File: config.mk
export PLATFORM = sky130hd
export DESIGN_NAME = pcm_i2s_rx
export DESIGN_NICKNAME = d
export VERILOG_FILES = /design/src/rtl/pcm_i2s_rx_pkg.sv /design/src/rtl/pcm_i2s_rx_edge_det.sv /design/src/rtl/pcm_i2s_rx.sv
export SDC_FILE = /design/constraint.sdc
export NUM_CORES = 1
export LEC_CHECK = 0
export BUFFER_PORTS_ARGS = -buffer_cell sky130_fd_sc_hd__buf_2
export CORE_MARGIN = 2
export CORE_UTILIZATION = 46
export DETAILED_ROUTE_END_ITERATION = 10
export GPL_TIMING_DRIVEN = 1
export PLACE_DENSITY = 0.68
export SLEW_MARGIN = 30
export SYNTH_ARGS = -nofsm -noshare
export SYNTH_HDL_FRONTEND = slang
export SYNTH_SLANG_ARGS = --single-unit
File: constraint.sdc
create_clock -name clk -period 1.7 [get_ports clk]
set_clock_uncertainty 0.05 [all_clocks]
set_input_delay 0.17 -clock clk [delete_from_list [all_inputs] [get_ports clk]]
set_output_delay 0.17 -clock clk [all_outputs]
set_load 0.01 [all_outputs]
File: src/rtl/pcm_i2s_rx_pkg.sv
// Shared types and constants for the I2S receive path (package pcm_pkg).
package pcm_pkg;

    typedef enum logic [1:0] {
        WAIT_LEFT,
        LEFT,
        RIGHT
    } state_t;

    localparam logic CH_LEFT  = 1'b0;
    localparam logic CH_RIGHT = 1'b1;
    localparam int   PCM_DW   = 16;

endpackage

File: src/rtl/pcm_i2s_rx_edge_det.sv
// Oversamples bclk/ws/sdata in the clk domain and flags each bclk rising edge.
// Define PCM_RX_SYNC_EN to insert 2-flop synchronizers for an asynchronous bclk source.
module pcm_edge_det
    import pcm_pkg::*;
(
    input  logic clk,
    input  logic reset,
    input  logic bclk_i,
    input  logic ws_i,
    input  logic sdata_i,
    output logic rise_o,
    output logic ws_s_o,
    output logic sdata_s_o
);

    logic bclkIn;
    logic bclk_q;

`ifdef PCM_RX_SYNC_EN
    logic [1:0] bclkSync_q;
    logic [1:0] wsSync_q;
    logic [1:0] sdataSync_q;

    always_ff @(posedge clk or negedge reset) begin
        if (!reset) begin
            bclkSync_q  <= '0;
            wsSync_q    <= '0;
            sdataSync_q <= '0;
        end else begin
            bclkSync_q  <= {bclkSync_q[0], bclk_i};
            wsSync_q    <= {wsSync_q[0], ws_i};
            sdataSync_q <= {sdataSync_q[0], sdata_i};
        end
    end

    assign bclkIn    = bclkSync_q[1];
    assign ws_s_o    = wsSync_q[1];
    assign sdata_s_o = sdataSync_q[1];
`else
    assign bclkIn    = bclk_i;
    assign ws_s_o    = ws_i;
    assign sdata_s_o = sdata_i;
`endif

    always_ff @(posedge clk or negedge reset) begin
        if (!reset) begin
            bclk_q <= 1'b0;
        end else begin
            bclk_q <= bclkIn;
        end
    end

    assign rise_o = bclkIn & ~bclk_q;

endmodule

File: src/rtl/pcm_i2s_rx.sv
// I2S receiver: deserializes left/right words and hands out stereo pairs over valid/ready.
// Optional macro PCM_RX_SYNC_EN (in pcm_edge_det) adds input synchronizers.
module pcm_i2s_rx
    import pcm_pkg::*;
#(
    parameter int DW = PCM_DW
) (
    input  logic          clk,
    input  logic          reset,
    input  logic          bclk,
    input  logic          ws,
    input  logic          sdata,
    input  logic          out_ready,
    input  logic          ovr_clr,
    output logic [DW-1:0] out_left,
    output logic [DW-1:0] out_right,
    output logic          out_valid,
    output logic          overrun
);

    localparam int CW = $clog2(DW + 1);

    logic          rise;
    logic          wsS;
    logic          sdataS;

    state_t        state_q, state_d;
    logic [DW-1:0] shreg_q, shreg_d;
    logic [DW-1:0] leftHold_q, leftHold_d;
    logic [DW-1:0] outLeft_q, outLeft_d;
    logic [DW-1:0] outRight_q, outRight_d;
    logic [CW-1:0] cnt_q, cnt_d;
    logic          wsPrev_q, wsPrev_d;
    logic          valid_q, valid_d;
    logic          ovr_q, ovr_d;

    logic [DW-1:0] placed;
    logic [CW-1:0] cntInc;
    logic          boundary;

    pcm_edge_det uEdgeDet (
        .clk       (clk),
        .reset     (reset),
        .bclk_i    (bclk),
        .ws_i      (ws),
        .sdata_i   (sdata),
        .rise_o    (rise),
        .ws_s_o    (wsS),
        .sdata_s_o (sdataS)
    );

    // The bit of a boundary event still belongs to the ending word (I2S one-bit delay),
    // so it is placed first and the word is committed from the updated register.
    always_comb begin
        placed = shreg_q;
        for (int i = 0; i < DW; i++) begin
            if (cnt_q == CW'(DW - 1 - i)) begin
                placed[i] = sdataS;
            end
        end
        cntInc   = (cnt_q < CW'(DW)) ? cnt_q + CW'(1) : cnt_q;
        boundary = rise && (wsS != wsPrev_q);

        state_d    = state_q;
        shreg_d    = shreg_q;
        cnt_d      = cnt_q;
        leftHold_d = leftHold_q;
        outLeft_d  = outLeft_q;
        outRight_d = outRight_q;
        wsPrev_d   = rise ? wsS : wsPrev_q;
        valid_d    = valid_q && !out_ready;
        ovr_d      = ovr_q && !ovr_clr;

        if (rise) begin
            case (state_q)
                WAIT_LEFT: begin
                    if (boundary && wsS == CH_LEFT) begin
                        shreg_d = '0;
                        cnt_d   = '0;
                        state_d = LEFT;
                    end
                end
                LEFT: begin
                    if (boundary) begin
                        leftHold_d = placed;
                        shreg_d    = '0;
                        cnt_d      = '0;
                        state_d    = RIGHT;
                    end else begin
                        shreg_d = placed;
                        cnt_d   = cntInc;
                    end
                end
                RIGHT: begin
                    if (boundary) begin
                        if (!valid_q || out_ready) begin
                            outLeft_d  = leftHold_q;
                            outRight_d = placed;
                            valid_d    = 1'b1;
                        end else begin
                            ovr_d = 1'b1;
                        end
                        shreg_d = '0;
                        cnt_d   = '0;
                        state_d = LEFT;
                    end else begin
                        shreg_d = placed;
                        cnt_d   = cntInc;
                    end
                end
                default: state_d = WAIT_LEFT;
            endcase
        end
    end

    always_ff @(posedge clk or negedge reset) begin
        if (!reset) begin
            state_q    <= WAIT_LEFT;
            shreg_q    <= '0;
            cnt_q      <= '0;
            leftHold_q <= '0;
            outLeft_q  <= '0;
            outRight_q <= '0;
            wsPrev_q   <= 1'b0;
            valid_q    <= 1'b0;
            ovr_q      <= 1'b0;
        end else begin
            state_q    <= state_d;
            shreg_q    <= shreg_d;
            cnt_q      <= cnt_d;
            leftHold_q <= leftHold_d;
            outLeft_q  <= outLeft_d;
            outRight_q <= outRight_d;
            wsPrev_q   <= wsPrev_d;
            valid_q    <= valid_d;
            ovr_q      <= ovr_d;
        end
    end

    assign out_left  = outLeft_q;
    assign out_right = outRight_q;
    assign out_valid = valid_q;
    assign overrun   = ovr_q;

endmodule

# ---- Word level (Yosys, flattened, before mapping)
# Index checks and enable logic that the tools add are counted.
dict set report totals {
  in_bits 7
  regBits 75
  out_inout_bits 34
}
dict set report op_classes {
  n_mux 35
  magnitude_cmp 1
  bitwise_logic 3
  add_sub_neg 1
  n_reduce_logical 17
  eq_ne 22
}
# cell n
set ops {}
lappend ops {{5-bit by 4-bit == test with 1-bit output, second input constant} 8}
lappend ops {{16-bit two-way mux} 2}
lappend ops {{16-bit one-hot mux with 2 select lines} 1}
lappend ops {{1-bit two-way mux} 24}
lappend ops {{5-bit by 3-bit == test with 1-bit output, second input constant} 4}
lappend ops {{5-bit two-way mux} 3}
lappend ops {{4-bit AND reduction} 3}
lappend ops {{5-bit by 2-bit == test with 1-bit output, second input constant} 2}
lappend ops {{5-bit one-hot mux with 2 select lines} 1}
lappend ops {{2-bit two-way mux} 3}
lappend ops {{2-bit inequality test, second input constant} 3}
lappend ops {{2-bit one-hot mux with 3 select lines} 1}
lappend ops {{3-bit AND reduction} 2}
lappend ops {{5-bit by 1-bit adder with 5-bit output, second input constant} 1}
lappend ops {{5-bit by 1-bit == test with 1-bit output, second input constant} 1}
lappend ops {{5-bit logical NOT} 1}
lappend ops {{5-bit < comparator, second input constant} 1}
lappend ops {{1-bit logical AND} 4}
lappend ops {{1-bit logical NOT} 3}
lappend ops {{3-bit by 1-bit inequality test with 1-bit output, second input constant} 1}
lappend ops {{2-bit by 1-bit == test with 1-bit output, second input constant} 1}
lappend ops {{2-bit == test, second input constant} 1}
lappend ops {{2-bit logical NOT} 1}
lappend ops {{1-bit NOT} 2}
lappend ops {{other kinds (5)} 5}

# ---- Logic depth before layout (Yosys ltp)
# Gate-level depths: netlist of run 1.
dict set report logic_depth {
  ltp_word 6
  mapped_depth 7
  mapped_depth_nobuf 6
}

# ---- Modules after synthesis
# Synthesis of run 1 repeated with hierarchy kept, for this count alone.
dict set report unflattened {
  hier_cells 297
  area_unflattened_um2 3412.0
}
# mod area_per_inst_um2 instances seq_area_each_um2 cells_each
set modules_own_cells {}
lappend modules_own_cells {pcm_i2s_rx 3358.2 1 1851.8 293}
lappend modules_own_cells {pcm_edge_det 53.8 1 25.0 4}

# ---- Worst setup path after synthesis of run 1
# Ideal clock, no wire load.
dict set report synth_path {
  path_type {register to register}
  from {reg state_q[0]}
  to {reg shreg_q[4]}
  path_buffers 1
  arrival_time_ns 1.513
  setup_slack_ns 0.053
  stages_incl_launch_ff 8
  required_time_ns 1.566
  path_cell_list {dfrtp_1 -> inv_1 -> ha_1 -> nor2b_1 -> o21ai_1 -> buf_4 -> nand2_1 -> o21ai_0}
}
dict set report synth_between {
  elab_chain_cells 4
  elab_cells_between_ends 8
  classes_between {3 x eq/ne; 1 x mux; 4 x reduce/logical}
}
# item line
set synth_lines {}
lappend synth_lines {{start, declared} pcm_i2s_rx.sv:27} ;# state_t state_q, state_d;
lappend synth_lines {{start signal, assigned} pcm_i2s_rx.sv:128} ;# state_q <= state_d;
lappend synth_lines {{2-bit == test or 2-bit by 1-bit == test with 1-bit output (tied branches)} pcm_i2s_rx.sv:75} ;# case (state_q)
lappend synth_lines {{2-bit OR reduction (no line)} n/a}
lappend synth_lines {{2-bit nonzero test (no line)} n/a}
lappend synth_lines {{3-bit AND reduction (no line)} n/a}
lappend synth_lines {{end signal, assigned} pcm_i2s_rx.sv:129} ;# shreg_q <= shreg_d;
lappend synth_lines {{end, declared} pcm_i2s_rx.sv:28} ;# logic [DW-1:0] shreg_q, shreg_d;
# Parallel ways exist; a longest one is shown, timed or not.
# A chain may end at the register's enable or synchronous reset.

# ---- Worst setup path after layout of run 1
dict set report layout_path {
  from {reg cnt_q[1]}
  to {reg shreg_q[7]}
}
dict set report layout_between {
  elab_chain_cells 4
}
# item line
set layout_lines {}
lappend layout_lines {{start, declared} pcm_i2s_rx.sv:32} ;# logic [CW-1:0] cnt_q, cnt_d;
lappend layout_lines {{start signal, assigned} pcm_i2s_rx.sv:130} ;# cnt_q <= cnt_d;
lappend layout_lines {{5-bit by 4-bit == test with 1-bit output} pcm_i2s_rx.sv:57} ;# if (cnt_q == CW'(DW - 1 - i)) begin
lappend layout_lines {{1-bit two-way mux} pcm_i2s_rx.sv:57}
lappend layout_lines {{16-bit two-way mux} {pcm_i2s_rx.sv:84, pcm_i2s_rx.sv:95}}
lappend layout_lines {{16-bit one-hot mux with 2 select lines} pcm_i2s_rx.sv:75}
# No other way between the ends.

==> impl_summary.log, run 1 <==
[metrics] status: completed
[metrics] PD cells: 1217 mW/mm2
[metrics] number of global-route vias before repair: 2,317
[metrics] static leakage power: 2.066 nW
[metrics] register bit count reported by yosys: 75
[metrics] length of the first detailed-routing pass in iterations: 4
[metrics] detailed router's first-iteration violation count: 118
[metrics] total number of vias: 2,478
[metrics] commonest cells after routing, fill and taps aside: dfrtp_1 (72), nand2_1 (60), buf_2 (39)
[metrics] number of distinct standard cells referenced by the synthesized netlist: 38
[metrics] cell count after synthesis: 302
[metrics] Die X: 89.92 um
[metrics] mean instance size in the synthesized netlist: 11.24 um2
[metrics] Overflow after GRT: 0
[metrics] CTS sink count: 75
[metrics] initial antenna violation count: 0
[metrics] P&R area growth vs syn: 27.71%
[metrics] number of H-tree levels: 3
[metrics] Ant. Diodes: 0
[metrics] maximum number of pins on one net before global-route repair: 49
[metrics] core area: 0.007214 mm2
[metrics] slew at the pin closest to its max-slew limit: 444.7 ps
[metrics] average vias per placed instance: 5.228
[metrics] Tightest Hold Check Type: in -> reg
[metrics] Achievable Freq: 593.3 MHz
[metrics] RSZ-0062 raised after global routing: yes
[metrics] share of layout cells above drive strength 1: 37.07%
[metrics] total of endpoints with negative setup slack in the final report: 0
[metrics] worst relative slew slack: 70.36%
[metrics] Arrival @ worst endpoint: 1870 ps
[metrics] post-synthesis async set-or-reset flop share: 100.0%
[metrics] number of pins exceeding their max-slew limit in the final report: 0
[metrics] GP Congestion: 0.8291
[metrics] M2 GR Usage: 26.26%
[metrics] DRC violations left: 0
[metrics] NumNets Final: 387
[metrics] post-detail-place hpwl: 4553 um
[metrics] most common library cell in the layout ignoring fill and taps: dfrtp_1
[metrics] global-route track usage on met3: 4.443%
[metrics] period utilisation layout: 99.15%
[metrics] max cap viols: 0
[metrics] number of I/O port buffers: 40
[metrics] final worst path period need: 1686 ps
[metrics] total standard cell area after synthesis: 0.003396 mm2
[metrics] Required @ worst endpoint: 1880 ps
[metrics] sequential share of the synthesized area: 55.27%
[metrics] root buffer cell: clkbuf_8
[metrics] gr usage total: 17.41%
[metrics] critical path type: reg -> reg
[metrics] global routing's busiest layer: met2
[metrics] number of synthesized flops with an enable pin: 0
[metrics] Yosys warnings: 0
[metrics] fraction of the core area covered by cells at the end of the flow: 60.11%
[metrics] most used flip-flop cell after synthesis: dfrtp_1
[metrics] number of buffers on the longest clock path: 2
[metrics] Detailed Route WL: 7069 um
[metrics] total die area: 0.008086 mm2
[metrics] Routed Antenna Nets: 0
[metrics] first-pass GRT wire length: 11,260 um
[metrics] # IOs: 41
[metrics] initial core utilization: 47.07%
[metrics] clock insertion delay at the later pin of the skew report: 350 ps
[metrics] clock tree from TritonCTS: built
[metrics] Setup crit end kind: flop
[metrics] CP Max Fanout: 4
[metrics] Syn Nets: 319
[metrics] routed wirelength normalized by instance count: 14.91 um
[metrics] peak supply drop: 619.9 uV
[metrics] register clock-pin slew on the reported worst setup and hold paths: 80 ps
[metrics] critical path startpoint category: flop
[metrics] number of hold-slack violations in the final timing report: 0
[metrics] worst setup slack before clock tree synthesis: -79.00 ps
[metrics] met1 GRT Util: 24.62%
[metrics] post-layout worst setup margin: 14.48 ps
[metrics] total number of placement rows: 31
[metrics] die height: 89.92 um
[metrics] CTS buffer count: 9
-- cell usage after synthesis (3+ instances only) --
master    instances  area, um2
mux2_4           16      240.2
buf_6             4      45.04
nand4_1           4      25.02
buf_2             5      25.02
a21oi_1           3      15.01
inv_1             8      30.03
nor3_1            4      20.02
o21ai_0          34      170.2
nor4bb_1          4      40.04
clkbuf_1          6      22.52
o21ai_1          14      70.07
nor4b_1           3      26.28
ha_1             10      125.1
o21ai_2           3      26.28
mux2i_1          18      180.2
dfrtp_1          75       1877
nor2b_1           3      18.77
nand2b_1          4      25.02
nand2_1          60      225.2
-- logic make-up (layout without fill, tap and decap cells) --
family                     count (synthesis)  after routing  share of synthesized area [%]
xor gates and xnor gates                   2              2                         0.7371
buffers and inverters                     24             97                          3.832
AOI/OAI and AO/OA                         67             67                          11.20
DFF                                       75             75                          55.27
muxes                                     34             34                          12.38
adders and majority gates                 10             10                          3.685
and+or+nand+nor                           90             90                          12.90
-- final cells by class --
cell class | count | area, um2
Clock buffer | 10 | 127.6
Inverter | 8 | 30.03
Multi-Input combinational cell | 203 | 1595
Fill cell | 620 | 2878
Sequential cell | 75 | 1881
Timing Repair Buffer | 73 | 506.7
Tap cell | 99 | 123.9
Clock inverter | 6 | 72.57
-- routing by layer --
metal | wire, um | vias up | part of all wire (%)
met3 | 305 | 9 | 4.3
met2 | 3452 | 57 | 49
met1 | 3209 | 1216 | 45
met5 | 0 | - | 0
met4 | 101 | 0 | 1.4
li1 | - | 1196 | -
-- through the flow --
step / TNS, ps / cell area [um2] / total power [mW] / cells / hold slack [ps]
2_1_floorplan: 0 / 3396 / 2.942 / 302 / -175.6
3_3_place_gp: -194.8 / 3855 / 3.448 / 451 / 87.09
3_5_place_dp: -308.1 / 3855 / 3.485 / 451 / 88.38
4_1_cts: 0 / 4140 / 4.958 / 472 / 24.91
5_1_grt: -308.0 / 4337 / 5.555 / 474 / 35.20
6_report: 0 / 4337 / 5.277 / 474 / 38.69
-- registers in the layout, indices dropped and copies added, names as in the netlist --
name and flops:
leftHold_q 16, out_left 16, out_right 16, shreg_q 16, cnt_q 5, state_q 2
out_valid 1, overrun 1, uEdgeDet.bclk_q 1, wsPrev_q 1
-- repair_timing --
| action | 4_1_cts | 5_1_grt |
|---|---|---|
| cloned | 0 | 1 |
| pin swaps | 0 | 4 |
| resized for setup | 9 | 44 |
| hold buffers | 3 | 0 |
| setup endpoints to repair | 14 | 42 |
| endpoints found under the hold margin | 32 | 0 |
| buffers inserted | 2 | 1 |
-- critical path: stages (launching register included) --
cell,delay [ps]
dfrtp_1,420
inv_1,120
ha_2,230
nor4bb_1,240
buf_4,180
mux2i_4,230
o21ai_0,110
-- worst paths after layout --
kind	startpoint	to	slack, ps	depth (start not counted)
worst max-delay path	cnt_q[1]$_DFFE_PN0P_	shreg_q[7]$_DFFE_PN0P_	10	6
worst min-delay path	ws	wsPrev_q$_DFFE_PN0N_	40	3
worst max register to register	cnt_q[1]$_DFFE_PN0P_	shreg_q[7]$_DFFE_PN0P_	10	6
worst min register to register	out_right[13]$_DFFE_PN0P_	out_right[13]$_DFFE_PN0P_	430	2
max in group asynchronous	reset	leftHold_q[2]$_DFFE_PN0P_	800	3
min in group asynchronous	reset	out_left[12]$_DFFE_PN0P_	240	2
-- report_power, final --
part / switching (mW) / total, mW / internal [mW]
clock network: 0.688 / 1.38 / 0.693
logic: 0.859 / 1.72 / 0.864
registers: 0.213 / 2.17 / 1.96
total: 1.76 / 5.28 / 3.52
No activity file was read; power rests on OpenSTA's default activity.
==> inputs of run 2 (changes only) <==
- CORE_UTILIZATION: 46 -> 45
- HOLD_SLACK_MARGIN: default -> 0.12
- PLACE_DENSITY: 0.68 -> 0.67
==> run 2 against run 1 <==
Effect of this change:
- the flow now finishes with violations (negative setup slack)
- clock power grew 11%
- design area up 0.84%
- first-iteration DRC count fell by 8.5%
- utilization down 0.14 points
- combinational power barely moved
- worst setup slack worse by 69 ps
- clock-buffer cell count down 1
- flip-flop and latch count stayed put
- sequential power hardly changed
- maximum frequency decreased by 4.0%
- via count down 1.1%
==> impl_summary.log, run 2 (same netlist as run 1, synthesis figures left out) <==
[metrics] Pint: 3.720 mW
[metrics] worst path buffer plus inverter count: 1
[metrics] CP Max Fanout: 12
[metrics] total die area: 0.008257 mm2
[metrics] post-detail-place hpwl: 4555 um
[metrics] clock tree from TritonCTS: built
[metrics] P&R area growth vs syn: 28.78%
[metrics] number of hold-slack violations in the final timing report: 0
[metrics] Achievable Freq: 569.8 MHz
[metrics] Setup crit end kind: flop
[metrics] maximum number of pins on one net before global-route repair: 49
[metrics] number of H-tree levels: 3
[metrics] GP Congestion: 0.8388
[metrics] number of pins exceeding their max-slew limit in the final report: 0
[metrics] number of I/O port buffers: 40
[metrics] number of global-route vias before repair: 2,361
[metrics] average vias per placed instance: 5.096
[metrics] CTS sink count: 75
[metrics] total number of placement rows: 31
[metrics] max cap viols: 0
[metrics] # IOs: 41
[metrics] number of cells on the worst hold path: 3
[metrics] initial core utilization: 46.57%
[metrics] total number of vias: 2,451
[metrics] number of placed instances, taps included: 453
[metrics] CTS buffer count: 9
[metrics] commonest cells after routing, fill and taps aside: dfrtp_1 (73), nand2_1 (60), buf_2 (39)
[metrics] final cell count without fillers: 481
[metrics] status: finished with violations
[metrics] depth of the worst register-to-register path: 4
[metrics] static leakage power: 2.108 nW
[metrics] final worst path period need: 1755 ps
[metrics] most common library cell in the layout ignoring fill and taps: dfrtp_1
[metrics] critical path startpoint category: flop
[metrics] peak supply drop: 722.8 uV
[metrics] Arrival @ worst endpoint: 1920 ps
[metrics] die height: 90.87 um
[metrics] fraction of the core area covered by cells at the end of the flow: 59.97%
[metrics] period utilisation layout: 103.2%
[metrics] RSZ-0062 raised after global routing: yes
[metrics] initial antenna violation count: 0
[metrics] Levels on crit path: 4
[metrics] worst setup slack before clock tree synthesis: -83.04 ps
[metrics] DRC violations left: 0
[metrics] total of endpoints with negative setup slack in the final report: 4
[metrics] share of layout cells above drive strength 1: 35.08%
[metrics] core area: 0.007292 mm2
[metrics] slew at the pin closest to its max-slew limit: 438.8 ps
[metrics] power consumption: 5.473 mW
[metrics] violations in the final reports: negative setup slack
[metrics] gr usage total: 17.57%
[metrics] PD cells: 1252 mW/mm2
[metrics] critical path type: reg -> reg
[metrics] Routed Antenna Nets: 0
[metrics] worst relative slew slack: 70.44%
[metrics] Required @ worst endpoint: 1870 ps
[metrics] register clock-pin slew on the reported worst setup and hold paths: 80 ps
[metrics] Tightest Hold Check Type: in -> reg
[metrics] number of buffers on the longest clock path: 2
[metrics] Detailed Route WL: 7261 um
[metrics] detailed router's first-iteration violation count: 108
[metrics] sequential share of power: 40.0%
[metrics] relative contribution of the clock network to total power: 27.9%
[metrics] crit path max-delay cell type: dfrtp_4
[metrics] first-pass GRT wire length: 11,540 um
[metrics] Die X: 90.87 um
[metrics] root buffer cell: clkbuf_8
[metrics] clock insertion delay at the later pin of the skew report: 350 ps
[metrics] Overflow after GRT: 0
[metrics] Ant. Diodes: 0
[metrics] NumNets Final: 394
[metrics] length of the first detailed-routing pass in iterations: 5
[metrics] chain of cells forming the critical path: buf_4, nor3_2, mux2i_1, o21ai_0
[metrics] routed wirelength normalized by instance count: 15.10 um
[metrics] post-layout worst setup margin: -54.94 ps
[metrics] P_sw: 1.753 mW
[metrics] portion of total power attributed to combinational logic: 32.1%
[metrics] switching power share of the total: 32.04%
[metrics] delay-heaviest family, CP: flip-flops
[metrics] Slowest Stage Delay on Critical Path: 600 ps
run 2: metal layers:
layer / share of wire, % / vias to the layer above / track usage (%)
met5: 0 / - / 0
met4: 1.8 / 0 / 6.061
met3: 3.4 / 11 / 4.007
met2: 47 / 52 / 27.86
met1: 47 / 1185 / 23.92
li1: - / 1203 / -
run 2: worst register-to-register path, stage by stage, from the launching register on:
cell and delay (ps):
dfrtp_4 600, buf_4 200, nor3_2 240, mux2i_1 400, o21ai_0 140
run 2: final timing paths:
kind                                           startpoint                         to  slack (ps)
worst max register to register       cnt_q[4]$_DFFE_PN0P_    shreg_q[11]$_DFFE_PN0P_         -50
worst min register to register  out_right[15]$_DFFE_PN0P_  out_right[15]$_DFFE_PN0P_         430
min in group asynchronous                           reset       cnt_q[3]$_DFFE_PN0P_         310
max in group asynchronous                           reset     state_q[1]$_DFFE_PN0P_         710
worst max-delay path                 cnt_q[4]$_DFFE_PN0P_    shreg_q[11]$_DFFE_PN0P_         -50
worst min-delay path                                sdata     shreg_q[0]$_DFFE_PN0P_         200
run 2: power groups by stage:
stage | registers [mW] | logic, mW | clock network (mW)
after floorplan | 2.12 | 0.822 | 0
final | 2.19 | 1.75 | 1.53
after detailed placement | 2.16 | 1.37 | 0
after global placement | 2.15 | 1.34 | 0
after global routing | 2.22 | 1.91 | 1.63
after CTS | 2.14 | 1.44 | 1.57
run 2: per-stage QoR:
step | TNS, ps | hold WS (ps) | area, um2
floorplan | 0 | -175.6 | 3396
global placement | -340.8 | -62.06 | 3870
detailed placement | -438.3 | -61.27 | 3870
CTS | -6.293 | 165.0 | 4197
global route | -1553 | 222.0 | 4373
finish | -108.3 | 196.3 | 4373
run 2: cell type report:
class / count / area, um2
timing repair buffer: 80 / 566.8
multi-input combinational: 203 / 1545
clock buffer: 9 / 123.9
sequential: 75 / 1884
inverter: 8 / 30.03
tap: 99 / 123.9
fill: 596 / 2919
clock inverter: 7 / 98.84
run 2: timing repair:
| item | CTS | global route |
|---|---|---|
| cloned | 0 | 2 |
| buffers inserted | 0 | 4 |
| hold endpoints to repair | 79 | 0 |
| endpoints found under the setup margin | 15 | 47 |
| hold buffers | 6 | 0 |
| resized for setup | 9 | 32 |
==> inputs of run 3 (changes only) <==
- PLACE_DENSITY: 0.67 -> default
- PLACE_DENSITY_LB_ADDON: default -> 0.1
==> run 3 against run 2 <==
Effect of this change:
- highest routed layer unchanged
- critical endpoint is now leftHold_q[0]$_DFFE_PN0P_
- critical path depth up 1
- die area unchanged
- cell count unchanged
- power down 2.7%
- the run now ends clean
- largest power group unchanged
- sequential power about the same
==> impl_summary.log, run 3 (same netlist as run 1, synthesis figures left out) <==
[metrics] Sum Neg Setup Slack: 0 ps
[metrics] detailed router's first-iteration violation count: 126
[metrics] total of fill cells in the finished design: 637
[metrics] Worst Hold Launch: sdata
[metrics] Detailed Route WL: 7228 um
[metrics] M2 GR Usage: 28.48%
[metrics] Overflow after GRT: 0
[metrics] area used by sequential logic in the layout: 0.001884 mm2
[metrics] first-pass GRT wire length: 11,740 um
[metrics] Ant. Diodes: 0
[metrics] GP Congestion: 0.8773
[metrics] P&R area growth vs syn: 29.11%
[metrics] critical path startpoint category: flop
[metrics] total die area: 0.008257 mm2
[metrics] most common library cell in the layout ignoring fill and taps: dfrtp_1
[metrics] PD cells: 1215 mW/mm2
[metrics] total number of vias: 2,411
[metrics] Arrival @ worst endpoint: 1810 ps
[metrics] CP Max Fanout: 13
[metrics] status: completed
[metrics] worst relative slew slack: 73.00%
[metrics] Die X: 90.87 um
[metrics] number of H-tree levels: 3
[metrics] share of layout cells above drive strength 1: 37.96%
[metrics] post-detail-place hpwl: 4682 um
[metrics] max cap viols: 0
[metrics] gr usage total: 17.98%
[metrics] met1 GRT Util: 24.28%
[metrics] initial core utilization: 46.57%
[metrics] CTS sink count: 75
[metrics] number of buffers on the longest clock path: 2
[metrics] clock insertion delay at the later pin of the skew report: 350 ps
[metrics] area after detailed placement: 0.003900 mm2
[metrics] commonest cells after routing, fill and taps aside: dfrtp_1 (71), nand2_1 (60), buf_2 (39)
[metrics] Setup crit end kind: flop
[metrics] final worst path period need: 1629 ps
[metrics] period utilisation layout: 95.82%
[metrics] combined area of the multi-input logic cells: 0.001577 mm2
[metrics] NumNets Final: 394
[metrics] number of global-route vias before repair: 2,394
[metrics] Required @ worst endpoint: 1880 ps
[metrics] Routed Antenna Nets: 0
[metrics] # IOs: 41
[metrics] core area: 0.007292 mm2
[metrics] number of I/O port buffers: 40
[metrics] initial antenna violation count: 0
[metrics] critical path type: reg -> reg
[metrics] clock tree from TritonCTS: built
[metrics] total number of placement rows: 31
[metrics] number of pins exceeding their max-slew limit in the final report: 0
[metrics] root buffer cell: clkbuf_8
[metrics] number of hold-slack violations in the final timing report: 0
[metrics] static leakage power: 2.095 nW
[metrics] CTS buffer count: 9
[metrics] routed wirelength normalized by instance count: 15.03 um
[metrics] origin of the critical flop-to-flop path: cnt_q[4]$_DFFE_PN0P_
[metrics] total of endpoints with negative setup slack in the final report: 0
[metrics] power consumption: 5.327 mW
[metrics] global-route track usage on met3: 5.092%
[metrics] launching instance or port of the critical path: cnt_q[4]$_DFFE_PN0P_
[metrics] Tightest Hold Check Type: in -> reg
[metrics] fraction of the core area covered by cells at the end of the flow: 60.12%
[metrics] peak supply drop: 643.3 uV
[metrics] slew at the pin closest to its max-slew limit: 405.0 ps
[metrics] RSZ-0062 raised after global routing: yes
[metrics] Achievable Freq: 613.9 MHz
[metrics] global routing's busiest layer: met2
[metrics] register clock-pin slew on the reported worst setup and hold paths: 80 ps
[metrics] DRC violations left: 0
[metrics] maximum number of pins on one net before global-route repair: 49
[metrics] flop2flop setup slack: 70 ps
[metrics] die height: 90.87 um
[metrics] Finished Cell Area: 0.004384 mm2
[metrics] length of the first detailed-routing pass in iterations: 4
[metrics] average vias per placed instance: 5.012
==> run 3: changes by cell type in the layout (fill, tap and decap cells not counted), sizes merged <==
cell         previous run  this run
buf                    73        75
bufinv                  2         1
clkinv                  2         0
clkinvlp                1         2
dlygate4sd3             6         5
inv                    10        11
==> run 3: power breakdown <==
group	total, mW	switching (mW)	internal, mW
Sequential	2.20	0.235	1.97
Combinational	1.68	0.815	0.865
Clock	1.44	0.711	0.734
==> run 3: critical path, cell delays in order (launching register included) <==
cell     delay [ps]
dfrtp_4         590
inv_1           200
ha_1            250
mux2i_1         220
buf_4           150
o21ai_0          60
==> run 3: area by class of cell <==
cell class,count,area share [%]
Clock buffer,10,3.139
Sequential cell,75,42.98
Inverter,8,0.6849
Tap cell,99,2.825
Multi-Input combinational cell,203,35.96
Timing Repair Buffer,80,12.79
Clock inverter,6,1.627
==> run 3: path summary, 6_finish.rpt <==
path / depth (start not counted) / endpoint
worst max-delay path: 5 / leftHold_q[0]$_DFFE_PN0P_
worst min-delay path: 3 / shreg_q[0]$_DFFE_PN0P_
worst max register to register: 5 / leftHold_q[0]$_DFFE_PN0P_
worst min register to register: 2 / out_right[15]$_DFFE_PN0P_
max in group asynchronous: 3 / leftHold_q[8]$_DFFE_PN0P_
min in group asynchronous: 2 / out_left[2]$_DFFE_PN0P_
==> run 3: layer usage <==
metal	routed length, um	vias to the layer above
li1	-	1203
met1	3460	1151
met2	3413	51
met3	268	6
met4	85	0
met5	0	-
==> run 3: repair_timing <==
| item | 4_1_cts | 5_1_grt |
|---|---|---|
| endpoints found under the setup margin | 11 | 41 |
| resized for setup | 5 | 43 |
| hold buffers | 5 | 0 |
| cloned | 0 | 1 |
| pin swaps | 0 | 5 |
| hold endpoints to repair | 79 | 0 |
| buffers inserted | 0 | 3 |
==> run 3: through the flow <==
step / hold slack [ps] / std cells / setup WS (ps)
after global placement: 74.02 / 457 / -37.40
final: 188.5 / 481 / 71.05
after detailed placement: 79.70 / 457 / -67.79
after CTS: 156.2 / 478 / -4.418
after floorplan: -175.6 / 302 / 53.37
after global routing: 223.8 / 481 / -20.99
